### config.mk
export PLATFORM = sky130hd
export DESIGN_NAME = pcie_rr_scheduler
export DESIGN_NICKNAME = d
export VERILOG_FILES = /design/src/rtl/pcie_tl_pkg.sv /design/src/rtl/rr_pick4.sv /design/src/rtl/pcie_rr_scheduler.sv
export SDC_FILE = /design/constraint.sdc
export NUM_CORES = 1
export LEC_CHECK = 0
export ABC_AREA = 1
export BUFFER_PORTS_ARGS = -buffer_cell sky130_fd_sc_hd__buf_4
export CAP_MARGIN = 30
export CORE_MARGIN = 10
export CORE_UTILIZATION = 51
export CTS_CLUSTER_SIZE = 25
export DETAILED_ROUTE_END_ITERATION = 16
export GPL_ROUTABILITY_DRIVEN = 0
export PLACE_DENSITY = 0.8
export SLEW_MARGIN = 15
export SYNTH_ARGS = -nofsm -noshare
export SYNTH_HDL_FRONTEND = slang
export SYNTH_SLANG_ARGS = --single-unit
### constraint.sdc
create_clock -name clk -period 4.9 [get_ports clk]
set_input_delay 1.47 -clock clk [delete_from_list [all_inputs] [get_ports clk]]
set_output_delay 1.47 -clock clk [all_outputs]
set_load 0.02 [all_outputs]
### src/rtl/pcie_tl_pkg.sv
// Shared definitions for the transaction-layer crossbar scheduler.
package pcie_tl_pkg;

  localparam int unsigned DATA_W     = 10;
  localparam logic [3:0]  INIT_STATE = 4'b0001;

  // Destination index lives in the two MSBs of every word.
  localparam int unsigned DEST_MSB = DATA_W - 1;
  localparam int unsigned DEST_LSB = DATA_W - 2;

  typedef enum logic {
    StIdle,
    StServe
  } rr_state_e;

  function automatic logic [3:0] onehot4(input logic [1:0] idx);
    logic [3:0] v;
    v      = '0;
    v[idx] = 1'b1;
    return v;
  endfunction

endpackage

### src/rtl/rr_pick4.sv
// Combinational 4-input priority rotator: first set bit at or after ptr, modulo 4.
module rr_pick4 (
  input  logic [3:0] eligible,
  input  logic [1:0] ptr,
  output logic       found,
  output logic [1:0] sel
);

  logic [7:0] dbl;
  logic [3:0] rot;

  always_comb begin
    dbl   = {eligible, eligible} >> ptr;
    rot   = dbl[3:0];
    found = |eligible;
    sel   = ptr;
    // Descending scan so the lowest rotated offset wins.
    for (int k = 3; k >= 0; k--) begin
      if (rot[k]) sel = ptr + 2'(k);
    end
  end

endmodule

### src/rtl/pcie_rr_scheduler.sv
// Round-robin scheduler sharing the crossbar central channel among four input FIFOs.
module pcie_rr_scheduler #(
  parameter int unsigned DATA_W     = pcie_tl_pkg::DATA_W,
  parameter int unsigned BURST      = 1,
  parameter logic [3:0]  INIT_STATE = pcie_tl_pkg::INIT_STATE
) (
  input  logic              clk,
  input  logic              reset_L,
  input  logic [3:0]        state,
  input  logic [3:0]        empty,
  input  logic [DATA_W-1:0] data_in0,
  input  logic [DATA_W-1:0] data_in1,
  input  logic [DATA_W-1:0] data_in2,
  input  logic [DATA_W-1:0] data_in3,
  input  logic [3:0]        almost_full,
  output logic [3:0]        pop,
  output logic [3:0]        push,
  output logic [DATA_W-1:0] data_out,
  output logic [1:0]        grant_id,
  output logic              active
);
  import pcie_tl_pkg::*;

  logic [DATA_W-1:0] word [4];
  logic [1:0]        dest [4];
  logic [3:0]        elig;
  logic              flush;

  rr_state_e         fsm_q;
  logic [1:0]        rr_ptr_q, ptr_d, pick_ptr;
  logic [1:0]        cur_q;
  logic [3:0]        burst_cnt_q;
  logic [3:0]        push_q;
  logic [DATA_W-1:0] data_out_q;
  logic [1:0]        grant_id_q;
  logic              active_q;

  logic              keep_cur, found, grant;
  logic [1:0]        pick_sel, gsel;

  assign word[0] = data_in0;
  assign word[1] = data_in1;
  assign word[2] = data_in2;
  assign word[3] = data_in3;

  assign flush = (state == INIT_STATE);

  always_comb begin
    for (int i = 0; i < 4; i++) begin
      dest[i] = word[i][DATA_W-1 -: 2];
      elig[i] = !empty[i] && !almost_full[dest[i]];
    end
  end

  // Either keep serving the current input or restart arbitration just past it.
  always_comb begin
    keep_cur = 1'b0;
    pick_ptr = rr_ptr_q;
    ptr_d    = rr_ptr_q;
    if (fsm_q == StServe) begin
      if (elig[cur_q] && (burst_cnt_q < 4'(BURST))) begin
        keep_cur = 1'b1;
      end else begin
        pick_ptr = cur_q + 2'd1;
        ptr_d    = cur_q + 2'd1;
      end
    end
  end

  rr_pick4 u_pick (
    .eligible (elig),
    .ptr      (pick_ptr),
    .found    (found),
    .sel      (pick_sel)
  );

  always_comb begin
    gsel  = keep_cur ? cur_q : pick_sel;
    grant = (keep_cur || found) && reset_L && !flush;
    pop   = grant ? onehot4(gsel) : 4'b0000;
  end

  always_ff @(posedge clk or negedge reset_L) begin
    if (!reset_L) begin
      fsm_q       <= StIdle;
      rr_ptr_q    <= '0;
      cur_q       <= '0;
      burst_cnt_q <= '0;
      push_q      <= '0;
      data_out_q  <= '0;
      grant_id_q  <= '0;
      active_q    <= 1'b0;
    end else if (flush) begin
      fsm_q       <= StIdle;
      rr_ptr_q    <= '0;
      cur_q       <= '0;
      burst_cnt_q <= '0;
      push_q      <= '0;
      data_out_q  <= '0;
      grant_id_q  <= '0;
      active_q    <= 1'b0;
    end else begin
      rr_ptr_q <= ptr_d;
      active_q <= grant;
      push_q   <= grant ? onehot4(dest[gsel]) : 4'b0000;
      if (grant) begin
        fsm_q       <= StServe;
        cur_q       <= gsel;
        data_out_q  <= word[gsel];
        grant_id_q  <= gsel;
        burst_cnt_q <= keep_cur ? burst_cnt_q + 4'd1 : 4'd1;
      end else begin
        fsm_q <= StIdle;
      end
    end
  end

  assign push     = push_q;
  assign data_out = data_out_q;
  assign grant_id = grant_id_q;
  assign active   = active_q;

endmodule

* Word level (Yosys, flattened, before mapping) *
Index checks and enable logic that the tools add are counted.

storage, ports and cells
  register bits after elaboration = 24
  output and inout bits = 21
  input bits = 54

operators by class
  add/sub/neg operators = 5
  bitwise gates (word level) = 1
  equality and inequality tests = 1
  multiplexer cells = 43
  order comparisons = 11
  shifts and indexed selects = 1
  reductions and logical operators = 21

operators by type and width
  cell                                                                   number
  10-bit 2-to-1 mux                                                      4
  2-bit 2-to-1 mux                                                       12
  4-bit 2-to-1 mux                                                       6
  2-bit by 3-bit < comparator with 1-bit output, second input constant   7
  10-bit binary-select mux with 2-bit select                             1
  1-bit 2-to-1 mux                                                       12
  1-bit binary-select mux with 2-bit select                              5
  1-bit logical AND                                                      9
  1-bit logical NOT                                                      9
  8-bit by 2-bit >> shifter with 4-bit output                            1
  2-bit by 1-bit adder with 2-bit output, second input constant          2
  2-bit adder, second input constant                                     2
  4-bit by 1-bit adder with 4-bit output, second input constant          1
  2-bit binary-select mux with 2-bit select                              1
  1-bit demux with 2-bit select                                          2
  4-bit by 1-bit == test with 1-bit output, second input constant        1
  2-bit by 1-bit >= comparator with 1-bit output, second input constant  2
  4-bit by 1-bit < comparator with 1-bit output, second input constant   1
  4-bit OR reduction                                                     1
  3-bit >= comparator, second input constant                             1
  2-bit NOT with 3-bit output                                            1
  2-bit nonzero test                                                     1
  1-bit logical OR                                                       1

* Logic depth before layout (Yosys ltp) *
Gate-level depths: netlist of the first run.

  word-level depth = 25
  gate-level depth with buffers = 24

* Modules after synthesis *
A second synthesis of the first run with hierarchy kept.

second synthesis, totals
  cell total of the unflattened synthesis = 320
  area total of the unflattened synthesis = 1995.7 um2

modules (own cells, without submodules)
  module             sequential area each (um2)  times used  cells each  area an instance (um2)
  pcie_rr_scheduler  575.6                       1           276         1779.2
  rr_pick4           0.0                         1           44          216.5

* Worst setup path after synthesis of the first run *
No wires, ideal clock.

  kind = input to output
  from = in data_in2[8]
  to = out pop[0]
  arrival = 3.530 ns
  data required time = 3.430 ns
  cell stages on the path = 20
  setup slack = -0.100 ns
  cells stage by stage = inv_1 > nand2_1 > nand3_1 > nand2_2 > nand3_2 > nand2_2 > o21ai_4 > nand2_4 > nand2_2 > nand2_4 > inv_4 > nand3_2 > nand2_1 > inv_1 > a21oi_1 > nand2_1 > nand2_1 > o21ai_2 > buf_2 > nor3_1

between the ends
  word-level cells in the longest chain between the ends = 20
  elaborated cells on any way between the ends = 30
  those cells by class = 3 x add/sub; 2 x order compare; 1 x shift; 16 x mux; 8 x reduce/logical

RTL lines
  what                                                                                                                                          RTL line                        RTL
  start, declared                                                                                                                               pcie_rr_scheduler.sv:13         input logic [DATA_W-1:0] data_in2,
  1-bit binary-select mux with 2-bit select *                                                                                                   pcie_rr_scheduler.sv:51         elig[i] = !empty[i] && !almost_full[dest[i]];
  1-bit 2-to-1 mux (not written as such) *                                                                                                      pcie_rr_scheduler.sv:51
  1-bit logical NOT *                                                                                                                           pcie_rr_scheduler.sv:51
  1-bit logical AND *                                                                                                                           pcie_rr_scheduler.sv:51
  1-bit binary-select mux with 2-bit select                                                                                                     pcie_rr_scheduler.sv:61         if (elig[cur_q] && (burst_cnt_q < 4'(BURST))) begin
  1-bit 2-to-1 mux (not written as such)                                                                                                        pcie_rr_scheduler.sv:61
  1-bit logical AND                                                                                                                             pcie_rr_scheduler.sv:61
  2-bit 2-to-1 mux (2 in series)                                                                                                                -
  2-bit adder / 8-bit by 2-bit >> shifter with 4-bit output (equally long branches)                                                             rr_pick4.sv:19, rr_pick4.sv:13
  2-bit 2-to-1 mux (4 in series)                                                                                                                rr_pick4.sv:19                  if (rot[k]) sel = ptr + 2'(k);
  2-bit 2-to-1 mux                                                                                                                              pcie_rr_scheduler.sv:78         gsel = keep_cur ? cur_q : pick_sel;
  2-bit by 3-bit < comparator with 1-bit output (not written as such) / 2-bit by 1-bit >= comparator with 1-bit output (equally long branches)  pcie_tl_pkg.sv:19               v[idx] = 1'b1;
  1-bit logical AND (not written as such)                                                                                                       pcie_tl_pkg.sv:19
  1-bit 2-to-1 mux (not written as such)                                                                                                        pcie_tl_pkg.sv:19
  1-bit demux with 2-bit select                                                                                                                 pcie_tl_pkg.sv:19
  4-bit 2-to-1 mux *                                                                                                                            pcie_rr_scheduler.sv:80         pop = grant ? onehot4(gsel) : 4'b0000;
  end, declared                                                                                                                                 pcie_rr_scheduler.sv:16         output logic [3:0] pop,

Every way passes the cells marked *; elsewhere a longest branch is shown, timed or not. The select of a mux whose other input is x is not followed.

* Final worst setup path of the first run *
  from = in data_in1[8]
  to = out pop[2]

between the ends
  word-level cells in the longest chain between the ends = 20
  elaborated cells on any way between the ends = 30
  those cells by class = 3 x add/sub; 2 x order compare; 1 x shift; 16 x mux; 8 x reduce/logical

RTL lines
  what                                                                                                                                          RTL line                        RTL
  start, declared                                                                                                                               pcie_rr_scheduler.sv:12         input logic [DATA_W-1:0] data_in1,
  1-bit binary-select mux with 2-bit select *                                                                                                   pcie_rr_scheduler.sv:51
  1-bit 2-to-1 mux (not written as such) *                                                                                                      pcie_rr_scheduler.sv:51
  1-bit logical NOT *                                                                                                                           pcie_rr_scheduler.sv:51
  1-bit logical AND *                                                                                                                           pcie_rr_scheduler.sv:51
  1-bit binary-select mux with 2-bit select                                                                                                     pcie_rr_scheduler.sv:61
  1-bit 2-to-1 mux (not written as such)                                                                                                        pcie_rr_scheduler.sv:61
  1-bit logical AND                                                                                                                             pcie_rr_scheduler.sv:61
  2-bit 2-to-1 mux (2 in series)                                                                                                                -
  2-bit adder / 8-bit by 2-bit >> shifter with 4-bit output (equally long branches)                                                             rr_pick4.sv:19, rr_pick4.sv:13
  2-bit 2-to-1 mux (4 in series)                                                                                                                rr_pick4.sv:19
  2-bit 2-to-1 mux                                                                                                                              pcie_rr_scheduler.sv:78
  2-bit by 3-bit < comparator with 1-bit output (not written as such) / 2-bit by 1-bit >= comparator with 1-bit output (equally long branches)  pcie_tl_pkg.sv:19
  1-bit logical AND (not written as such)                                                                                                       pcie_tl_pkg.sv:19
  1-bit 2-to-1 mux (not written as such)                                                                                                        pcie_tl_pkg.sv:19
  1-bit demux with 2-bit select                                                                                                                 pcie_tl_pkg.sv:19
  4-bit 2-to-1 mux *                                                                                                                            pcie_rr_scheduler.sv:80

Marked as above.

==> qor.yml, run 1 <==
status: "complete, but fails checks"
violations: "setup timing"
skew_ps: 8.93
synth_area_leaders: "dfrtp_1 27%, nand2_1 22%, nand3_1 13%"
syn_area_sq_mm: 0.00213
seq_area_frac_synth_pct: 27.0
dr_total_vias: 2863
dp_cells: 454
crit_path_end_kind: "output port"
place_area_sq_mm: 0.00281
diodes: 0
synth_flop_cell: "dfrtp_1"
io_pins: 75
design_area_sq_mm: 0.00335
period_needed_ps: 5150
p_leak_nw: 1.85
floorplan.initialDensity_pct: 52.9
core-area_sq_mm: 0.00403
hold_class: "reg2reg"
slowest_delay_ps: 240
crit_arrival_ps: 3680
die_h_um: 84.7
hold_viol: 0
rsz0062_at_grt: "true"
yosys.area.top_type: "dfrtp_1"
synth_common_cells: "124 x nand2_1, 54 x nand3_1, 31 x inv_1, 23 x dfrtp_1, 22 x nand3_2"
final_cells: 476
synth_edf_count: 0
clockBufferDepth: 2
fillers: 260
dr.pass1.iters: 5
synthArstFlopShare_pct: 100
grt.total_usage_pct: 20.4
ir_drop_uv: 408
slew_headroom_pct: 47.7
critPathMaxFanout: 4
fin_nets: 483
critPathRequiredTime_ps: 3430
routed_via_density: 6.01
drc: 0
finalCritPeriodShare_pct: 105
rr_worst_depth: 20
cts-root-buf: "clkbuf_8"
netlist_instances: 322
syn_area_per_cell_sq_um: 6.62
clk_latency_ps: 280
cts.sinks: 23
drive_gt1_share_pct: 49.5
wl_per_cell_um: 19.6
ys_seq_elements: 23
htree_num_levels: 1
grt_pass1_wl_um: 12500
ant_nets: 0
rrSetupSlack_ps: 1350
area_growth_pct: 56.9
wl_um: 9340
maxCapViolCount: 0
fmax_mhz: 194
synth_nets: 378
finalWorstSetupSlack_ps: -247
dieArea_sq_mm: 0.00717
crit_type: "in2out"
dp_slack_ps: -118
grt_overflow: 0
place.port_buffers: 74
finalSetupViolCount: 4
clk_pin_slew_worst_paths_ps: 80
drv_slew: 0
num_rows: 23
hold_depth: 2
first_iter_violations: 356
worstMarginPinSlew_ps: 777
crit_slowest_cell: "o21ai_4"
grt_max_degree: 25
first_global_vias: 2577
dp_hpwl_um: 5390
crit_top_cell: "nand2_2"
cts_tree: "done"
synth_top_area_share_pct: 27.0
power.density_mw_per_mm2: 653
cts_buffers: 3
synth.distinct_cells: 30
ys.warnings.count: 0
die_w_um: 84.7
crit_chain: "buf_8, inv_4, nand2_2, nand3_2, nand2_2, nand3_2, nand2_2, o21ai_4, nand2_4, nand2_8, nand2_4, buf_4, nand2_2, nand3_2, nand3_1, nand2_1, nand2_2, nand2_4, o21ai_4, nand2_2, nor2_2, buf_6"
yosysMostFrequentCell: "nand2_1"
fin_util_pct: 83.0
worstSetupStartpointType: "primary input"
antenna_found_initial: 0
state kept, by name, summed over array words and instances (netlist names):
name and count:
rr_ptr_q 2, active 1, data_out 10, grant_id 2, burst_cnt_q 4, push 4
kinds of logic (layout without fill, tap and decap cells):
family,Yosys count,count (layout),share of synthesized area (%)
AO/OA/AOI/OAI,12,12,4.17
buffers and inverters,41,145,8.80
AND/OR/NAND/NOR,244,244,58.9
flip-flops,23,23,27.0
adder cells (fa/ha/maj),2,2,1.17
final cells by class:
class / instances / area [sq um] / area share [%]
Multi-Input combinational cell: 258 / 1660 / 49.7
Timing Repair Buffer: 108 / 861 / 25.7
Sequential cell: 23 / 576 / 17.2
Inverter: 33 / 136 / 4.08
Tap cell: 50 / 62.6 / 1.87
Clock buffer: 3 / 41.3 / 1.23
Clock inverter: 1 / 5.00 / 0.150
report_power, final:
group / internal (W) / total [W] / switching, W
registers: 0.000250 / 0.000313 / 0.0000633
clock network: 0.0000572 / 0.000128 / 0.0000706
logic: 0.000646 / 0.00175 / 0.00110
total: 0.000953 / 0.00219 / 0.00123
worst max-delay path: cells and delay by family:
kind / cells / cell delay, ps
compound gates: 2 / 340
buf+inv: 4 / 440
simple gates: 16 / 1420
final timing paths:
check | end | start
max in group asynchronous | burst_cnt_q[1]$_DFFE_PN0P_ | reset_L
min in group asynchronous | grant_id[1]$_DFFE_PN0P_ | reset_L
max reg2reg | push[1]$_DFF_PN0_ | burst_cnt_q[0]$_DFFE_PN0P_
min | data_out[5]$_DFFE_PN0P_ | data_out[5]$_DFFE_PN0P_
max | pop[2] | data_in1[8]
min reg2reg | data_out[5]$_DFFE_PN0P_ | data_out[5]$_DFFE_PN0P_
metal layers:
metal  global-route usage (%)  wire length [um]  vias up  share of wire (%)
met5                        0                 0        -                  0
met4                     8.83               547        0                5.9
met3                     3.77               967       69                 10
met2                     34.2              4380      241                 47
met1                     24.8              3450     1310                 37
li1                         -                 -     1243                  -
layout by cell type, fill, tap and decap left out, types with 4 or more instances in the layout:
| master | n |
|---|---|
| nand2_1 | 106 |
| buf_4 | 100 |
| nand3_1 | 36 |
| nand3_2 | 32 |
| inv_1 | 26 |
| dfrtp_1 | 23 |
| nand2_2 | 22 |
| nor2_1 | 14 |
| nand2_4 | 14 |
| nand3_4 | 10 |
| o21ai_0 | 4 |
| buf_6 | 4 |
stage by stage:
step           setup TNS (ps)  hold slack, ps  power (W)
4_1_cts                 -27.0             492    0.00191
3_3_place_gp             -123             467    0.00160
5_1_grt                 -1220             510    0.00228
6_report                 -818             488    0.00219
3_5_place_dp             -386             471    0.00161
2_1_floorplan            -200             473    0.00124
repair_timing:
action                     in CTS  in global routing
resized for setup              41                 39
cloned                          0                  0
pin swaps                      31                 25
buffers inserted               13                  5
setup endpoints to repair       4                  4
hold endpoints to repair        0                  0
hold buffers                    0                  0
No activity file was read; power rests on OpenSTA's default activity.
==> inputs of run 2 (changes only) <==
--- a/config.mk
+++ b/config.mk
@@ -8,12 +8,12 @@
 export ABC_AREA = 1
 export BUFFER_PORTS_ARGS = -buffer_cell sky130_fd_sc_hd__buf_4
 export CAP_MARGIN = 30
-export CORE_MARGIN = 10
 export CORE_UTILIZATION = 51
 export CTS_CLUSTER_SIZE = 25
 export DETAILED_ROUTE_END_ITERATION = 16
 export GPL_ROUTABILITY_DRIVEN = 0
 export PLACE_DENSITY = 0.8
+export RECOVER_POWER = 50
 export SLEW_MARGIN = 15
 export SYNTH_ARGS = -nofsm -noshare
 export SYNTH_HDL_FRONTEND = slang
==> run 2 against run 1 <==
  * The flow finishes with violations (DRC, setup timing)
  * Power rose by 13%
  * Final cell count grew 2.7%
  * Sequential share of layout area shrank 0.33 points
  * Routed wire length is 5.6% higher
  * Clock power hardly changed
  * Largest power group unchanged
  * Core utilization up 2.2 points
==> qor.yml, run 2 (same netlist as run 1, synthesis figures left out) <==
ir_drop_uv: 522  # +28%
finalSetupTns_ps: -1080  # -259 ps
dr_total_vias: 3055  # +6.7%
first_global_vias: 2549  # -1.1%
drc: 2  # +2
place_area_sq_mm: 0.00283  # +0.53%
fin_nets: 496  # +2.7%
critPathTopFamily: "simple AND/OR/NAND/NOR gates"
grt_pass1_wl_um: 12300  # -1.6%
critPathMaxFanout: 4  # unchanged
slew_headroom_pct: 46.0  # -1.7 points
final_cell_mix: "106 x nand2_1, 102 x buf_4, 36 x nand3_1"
multi_input_area_sq_mm: 0.00165  # -0.98%
core-area_sq_mm: 0.00400  # -0.71%
largest_reg_flops: 10  # unchanged
hold_path_end: "data_out[5]$_DFFE_PN0P_"
power.density_mw_per_mm2: 727  # +11%
rrSetupSlack_ps: 630  # -720 ps
crit_slowest_cell: "o21ai_4"
dp_slack_ps: -97.5  # +20.5 ps
dp_hpwl_um: 4870  # -9.6%
violations: "DRC, setup timing"
crit_top_cell: "nand2_4"
clockBufferDepth: 2  # unchanged
place.port_buffers: 74  # unchanged
wl_um: 9860  # +5.6%
hold_viol: 0  # unchanged
htree_num_levels: 1  # unchanged
rsz0062_at_grt: "true"
skew_ps: 4.40  # -4.52 ps
crit_chain: "buf_4, inv_1, nand3_1, nand2_2, nand3_2, nand2_2, o21ai_4, nand2_4, nand2_4, nand3_2, nand2_4, nor2_4, nor2_4, nand3_2, nand3_4, nand2_4, nor3_4, buf_6"
die_h_um: 66.7  # -21%
period_needed_ps: 5210  # +60.8 ps
drv_slew: 0  # unchanged
regArea_sq_um: 576  # unchanged
routed_via_density: 6.25  # +3.9%
path_buf_inv: 3  # -1
cts_tree: "done"
r2r_start: "burst_cnt_q[0]$_DFFE_PN0P_"
hold_class: "reg2reg"
dr.pass1.iters: 12  # +7
worstMarginPinSlew_ps: 802  # +24.9 ps
floorplan.initialDensity_pct: 53.3  # +0.38 points
fmax_mhz: 192  # -1.2%
area_growth_pct: 60.0
critPathRequiredTime_ps: 3430  # about the same
maxCapViolCount: 0  # unchanged
p_leak_nw: 1.89  # +2.0%
cts-root-buf: "clkbuf_8"
slowest_delay_ps: 250  # about the same
grt_max_degree: 25  # unchanged
worstSetupStartpointType: "primary input"
status: "complete, but fails checks"
cts.sinks: 23  # unchanged
drive_gt1_share_pct: 49.2  # -0.33 points
finalCritPeriodShare_pct: 106  # +1.2 points
crit_path_end_kind: "output port"
die_w_um: 66.7  # -21%
design_area_sq_mm: 0.00341  # +1.9%
rr_worst_depth: 30  # +50%
worstHoldStart: "data_out[5]$_DFFE_PN0P_"
crit_type: "in2out"
antenna_found_initial: 0  # unchanged
first_iter_violations: 457  # +28%
finalWorstSetupSlack_ps: -308  # -60.8 ps
num_rows: 23  # unchanged
clk_latency_ps: 280  # about the same
finalSetupViolCount: 4  # unchanged
reg2reg_to: "data_out[2]$_DFFE_PN0P_"
diodes: 0  # unchanged
ant_nets: 0  # unchanged
total_power_w: 0.00248  # +13%
final_common_cell: "nand2_1"
cts_hold_buf: 0  # unchanged
hold_depth: 2  # unchanged
clk_pin_slew_worst_paths_ps: 100  # +20 ps
grt.total_usage_pct: 37.2  # +17 points
cts_buffers: 3  # unchanged
io_pins: 75  # unchanged
dieArea_sq_mm: 0.00444  # -38%
grt_overflow: 0  # unchanged
wl_per_cell_um: 20.2  # +2.8%
crit_arrival_ps: 3740  # +60 ps
fillers: 219  # -16%
run 2: changes by cell type in the layout (fill, tap and decap cells not counted), moves of 2 or more:
cell	previous run	this run
buf_4	100	102
clkbuf_1	0	8
nand3_2	32	35
nand3_4	10	7
buf_6	4	7
run 2: timing repair:
item,CTS,global route
hold endpoints to repair,0,0
setup endpoints to repair,4,18
pin swaps,27,25
buffers inserted,22,7
gates resized for setup,42,41
run 2: worst max path at each step:
stage,from,end,depth (start not counted)
global placement,data_in0[8],pop[1],19
CTS,data_in0[8],pop[0],21
detailed placement,data_in1[8],pop[3],21
finish,data_in0[9],pop[0],18
floorplan,data_in2[8],pop[0],20
global route,data_in0[9],pop[1],14
run 2: worst min-delay path, delay by kind of cell, from the launching register on:
kind	cells	cell delay, ps
and+or+nand+nor	2	100
DFF	1	360
run 2: power breakdown:
part / leakage [nW] / total (W) / internal, W / switching [W]
Combinational: 1.56 / 0.00204 / 0.000816 / 0.00122
Sequential: 0.297 / 0.000311 / 0.000250 / 0.0000608
Clock: 0.0255 / 0.000131 / 0.0000572 / 0.0000734
Total: 1.89 / 0.00248 / 0.00112 / 0.00135
run 2: final cells by class:
type,count,area share [%]
clock inverter,1,0.147
clock buffer,3,1.21
inverter,33,4.07
timing repair buffer,121,27.5
multi-input combinational,258,48.3
sequential,23,16.9
tap,50,1.83
run 2: per-stage QoR:
step	util, %	std cells	hold WS (ps)
4_1_cts	80.2	482	489
2_1_floorplan	-	322	473
3_3_place_gp	70.7	456	464
3_5_place_dp	70.7	456	467
6_report	85.3	489	490
5_1_grt	85.3	489	530
run 2: per-layer routing:
layer	vias to the layer above	track usage (%)	wire [um]
li1	1265	-	-
met1	1341	47.4	3300
met2	341	57.3	4450
met3	108	5.82	1230
met4	0	25.0	877
met5	-	0	0
==> inputs of run 3 (changes only) <==
--- a/config.mk
+++ b/config.mk
@@ -8,7 +8,7 @@
 export ABC_AREA = 1
 export BUFFER_PORTS_ARGS = -buffer_cell sky130_fd_sc_hd__buf_4
 export CAP_MARGIN = 30
-export CORE_UTILIZATION = 51
+export CORE_UTILIZATION = 50
 export CTS_CLUSTER_SIZE = 25
 export DETAILED_ROUTE_END_ITERATION = 16
 export GPL_ROUTABILITY_DRIVEN = 0
@@ -17,4 +17,5 @@
 export SLEW_MARGIN = 15
 export SYNTH_ARGS = -nofsm -noshare
 export SYNTH_HDL_FRONTEND = slang
+export SYNTH_HIERARCHICAL = 1
 export SYNTH_SLANG_ARGS = --single-unit
==> run 3 against run 2 <==
  * The flow finishes with violations (setup timing)
  * Synthesized area is 6.4% lower
  * Clock skew about the same
  * Global-route usage decreased by 5.5 points
  * Routed wire length is 18% lower
  * Critical endpoint is now pop[3]
  * Highest routed layer unchanged
==> qor.yml, run 3 <==
status: "complete, but fails checks"
violations: "setup timing"
seq_area_frac_synth_pct: 28.8  # +1.8 points
ant_nets: 0  # unchanged
p_leak_nw: 1.82  # -3.6%
drv_slew: 0  # unchanged
area_growth_pct: 62.3
ir_drop_uv: 514  # -1.4%
yosysMostFrequentCell: "nand2_1"
core-area_sq_mm: 0.00374  # -6.4%
grt.total_usage_pct: 31.7  # -5.5 points
cts.sinks: 23  # unchanged
grt_pass1_wl_um: 10400  # -15%
synth_nets: 376  # -0.53%
synth_edf_count: 0  # unchanged
cts_tree: "done"
synthArstFlopShare_pct: 100  # unchanged
grt_overflow: 0  # unchanged
crit_slowest_cell: "o21a_1"
yosys.area_share.adder_pct: 1.25  # +0.080 points
hold_depth: 2  # unchanged
worstMarginPinSlew_ps: 517  # -285 ps
cts_buffers: 3  # unchanged
skew_ps: 4.17  # -0.234 ps
worstSetupStartpointType: "primary input"
dieArea_sq_mm: 0.00425  # -4.4%
hold_path_end: "data_out[0]$_DFFE_PN0P_"
syn_area_sq_mm: 0.00200  # -6.4%
drive_gt1_share_pct: 46.9  # -2.3 points
wl_um: 8030  # -18%
clockBufferDepth: 2  # unchanged
crit_arrival_ps: 4040  # +300 ps
largest_reg_flops: 10  # unchanged
cts_hold_buf: 0  # unchanged
antenna_found_initial: 0  # unchanged
crit_top_cell: "nand2_1"
finalSetupViolCount: 4  # unchanged
clk_latency_ps: 260  # -20 ps
wl_per_cell_um: 16.6  # -18%
synth_top_family_by_area: "simple AND/OR/NAND/NOR gates"
dp_hpwl_um: 4820  # -1.0%
rr_worst_depth: 24  # -20%
finalSetupTns_ps: -2400  # -1320 ps
fmax_mhz: 181  # -5.6%
drc: 0  # -2
num_rows: 22  # -4.3%
dr_total_vias: 2787  # -8.8%
critPathMaxFanout: 6  # +2
yosys.area.top_type: "dfrtp_1"
floorplan.initialDensity_pct: 53.3  # about the same
grt_max_degree: 25  # unchanged
slew_headroom_pct: 65.4  # +19 points
first_global_vias: 2489  # -2.4%
netlist_instances: 320  # -0.62%
crit_path_end_kind: "output port"
synth_area_leaders: "dfrtp_1 29%, nand2_1 24%, nand3_1 18%"
period_needed_ps: 5510  # +306 ps
rsz0062_at_grt: "true"
power.density_mw_per_mm2: 677  # -6.8%
diodes: 0  # unchanged
die_h_um: 65.2  # -2.2%
dr.pass1.iters: 5  # -7
finalWorstSetupSlack_ps: -615  # -306 ps
fillers: 216  # -1.4%
slowest_delay_ps: 210  # -40 ps
fin_util_pct: 86.5  # +1.3 points
synth_flop_cell: "dfrtp_1"
crit_type: "in2out"
ys.warnings.count: 6  # +6
synth_compound_area_share_pct: 5.02  # +0.85 points
first_iter_violations: 238  # -48%
maxCapViolCount: 0  # unchanged
synthSimpleGateAreaFrac_pct: 52.1  # -6.8 points
fin_nets: 494  # -0.40%
die_w_um: 65.2  # -2.2%
reg2reg_to: "data_out[9]$_DFFE_PN0P_"
r2r_start: "burst_cnt_q[0]$_DFFE_PN0P_"
synthXorXnorAreaFrac_pct: 0.878  # +0.88 points
worstHoldStart: "data_out[0]$_DFFE_PN0P_"
finalCritPeriodShare_pct: 113  # +6.3 points
place.port_buffers: 74  # unchanged
cts-root-buf: "clkbuf_8"
rrSetupSlack_ps: 1390  # +760 ps
syn_area_per_cell_sq_um: 6.24  # -5.8%
synth_common_cells: "126 x nand2_1, 73 x nand3_1, 30 x inv_1, 23 x dfrtp_1, 10 x nor2_1"
synthMuxAreaShare_pct: 0  # unchanged
final_common_cell: "buf_4"
routed_via_density: 5.75  # -8.0%
critPathRequiredTime_ps: 3430  # about the same
ys_seq_elements: 23  # unchanged
clk_pin_slew_worst_paths_ps: 80  # -20 ps
synth.distinct_cells: 29  # -3.3%
htree_num_levels: 1  # unchanged
hold_viol: 0  # unchanged
io_pins: 75  # unchanged
hold_class: "reg2reg"
final_cell_mix: "108 x buf_4, 98 x nand2_1, 57 x nand3_1"
hold_slack_ps: 485  # -4.90 ps
synth_top_area_share_pct: 28.8  # +1.8 points
-- run 3: cell count changes in the layout (fill, tap and decap cells not counted), moves of 4 or more --
cell / before / now
a21oi_1: 0 / 5
buf_4: 102 / 108
inv_1: 25 / 20
inv_2: 3 / 11
nand2_1: 106 / 98
nand3_1: 36 / 57
nand3_2: 35 / 16
nand3_4: 7 / 2
nor2_1: 14 / 7
o21ai_2: 0 / 4
-- run 3: how the worst max path moves through the flow --
| stage | cells past startpoint | slack, ps | end | startpoint |
|---|---|---|---|---|
| floorplan | 25 | -20 | pop[1] | data_in1[8] |
| CTS | 28 | -230 | pop[1] | data_in2[8] |
| finish | 28 | -610 | pop[3] | data_in2[8] |
| global placement | 26 | -330 | pop[1] | data_in0[8] |
| global route | 28 | -740 | pop[3] | data_in2[8] |
| detailed placement | 26 | -420 | pop[1] | data_in0[8] |
-- run 3: what timing repair did --
action / CTS / global route
buffers inserted: 7 / 8
resized for setup: 31 / 25
pin swaps: 20 / 8
endpoints found under the setup margin: 4 / 4
-- run 3: layer usage --
metal / GRT usage (%) / share of wire (%) / vias to the layer above
met5: 0 / 0 / -
met2: 61.2 / 50 / 163
met3: 5.56 / 7.1 / 52
met1: 33.6 / 37 / 1311
li1: - / - / 1261
met4: 12.0 / 6.1 / 0
-- run 3: worst max-delay path: cells and delay by family --
kind / cells / cell delay (ps)
buf+inv: 8 / 850
xor+xnor: 1 / 180
compound gates: 2 / 270
simple gates: 17 / 1250
-- run 3: cells by family after synthesis --
family	after synthesis
AND/OR/NAND/NOR	228
AO/OA/AOI/OAI	16
XOR/XNOR	2
buffers and inverters	49
flip-flops	23
adder cells (fa/ha/maj)	2
-- run 3: layout make-up --
| class | count | area [sq um] | share of cell area [%] |
|---|---|---|---|
| multi-input cells | 248 | 1410 | 43.5 |
| inverters | 38 | 198 | 6.10 |
| clock buffers | 4 | 45.0 | 1.39 |
| well taps | 48 | 60.1 | 1.85 |
| repair buffers | 124 | 951 | 29.4 |
| flip-flops and latches | 23 | 576 | 17.8 |
-- run 3: where the power goes --
part	switching (W)	total, W	internal (W)
sequential	0.0000480	0.000300	0.000252
combinational	0.00109	0.00178	0.000693
clock	0.0000567	0.000115	0.0000580
total	0.00119	0.00219	0.00100
-- run 3: metrics by stage --
| stage | instances | instance area, sq um | power (W) | worst slack (ps) |
|---|---|---|---|---|
| floorplan | 320 | 2140 | 0.00142 | -16.0 |
| global placement | 466 | 2920 | 0.00182 | -329 |
| detailed placement | 466 | 2920 | 0.00185 | -421 |
| CTS | 477 | 3120 | 0.00204 | -230 |
| global route | 485 | 3240 | 0.00234 | -737 |
| finish | 485 | 3240 | 0.00219 | -615 |
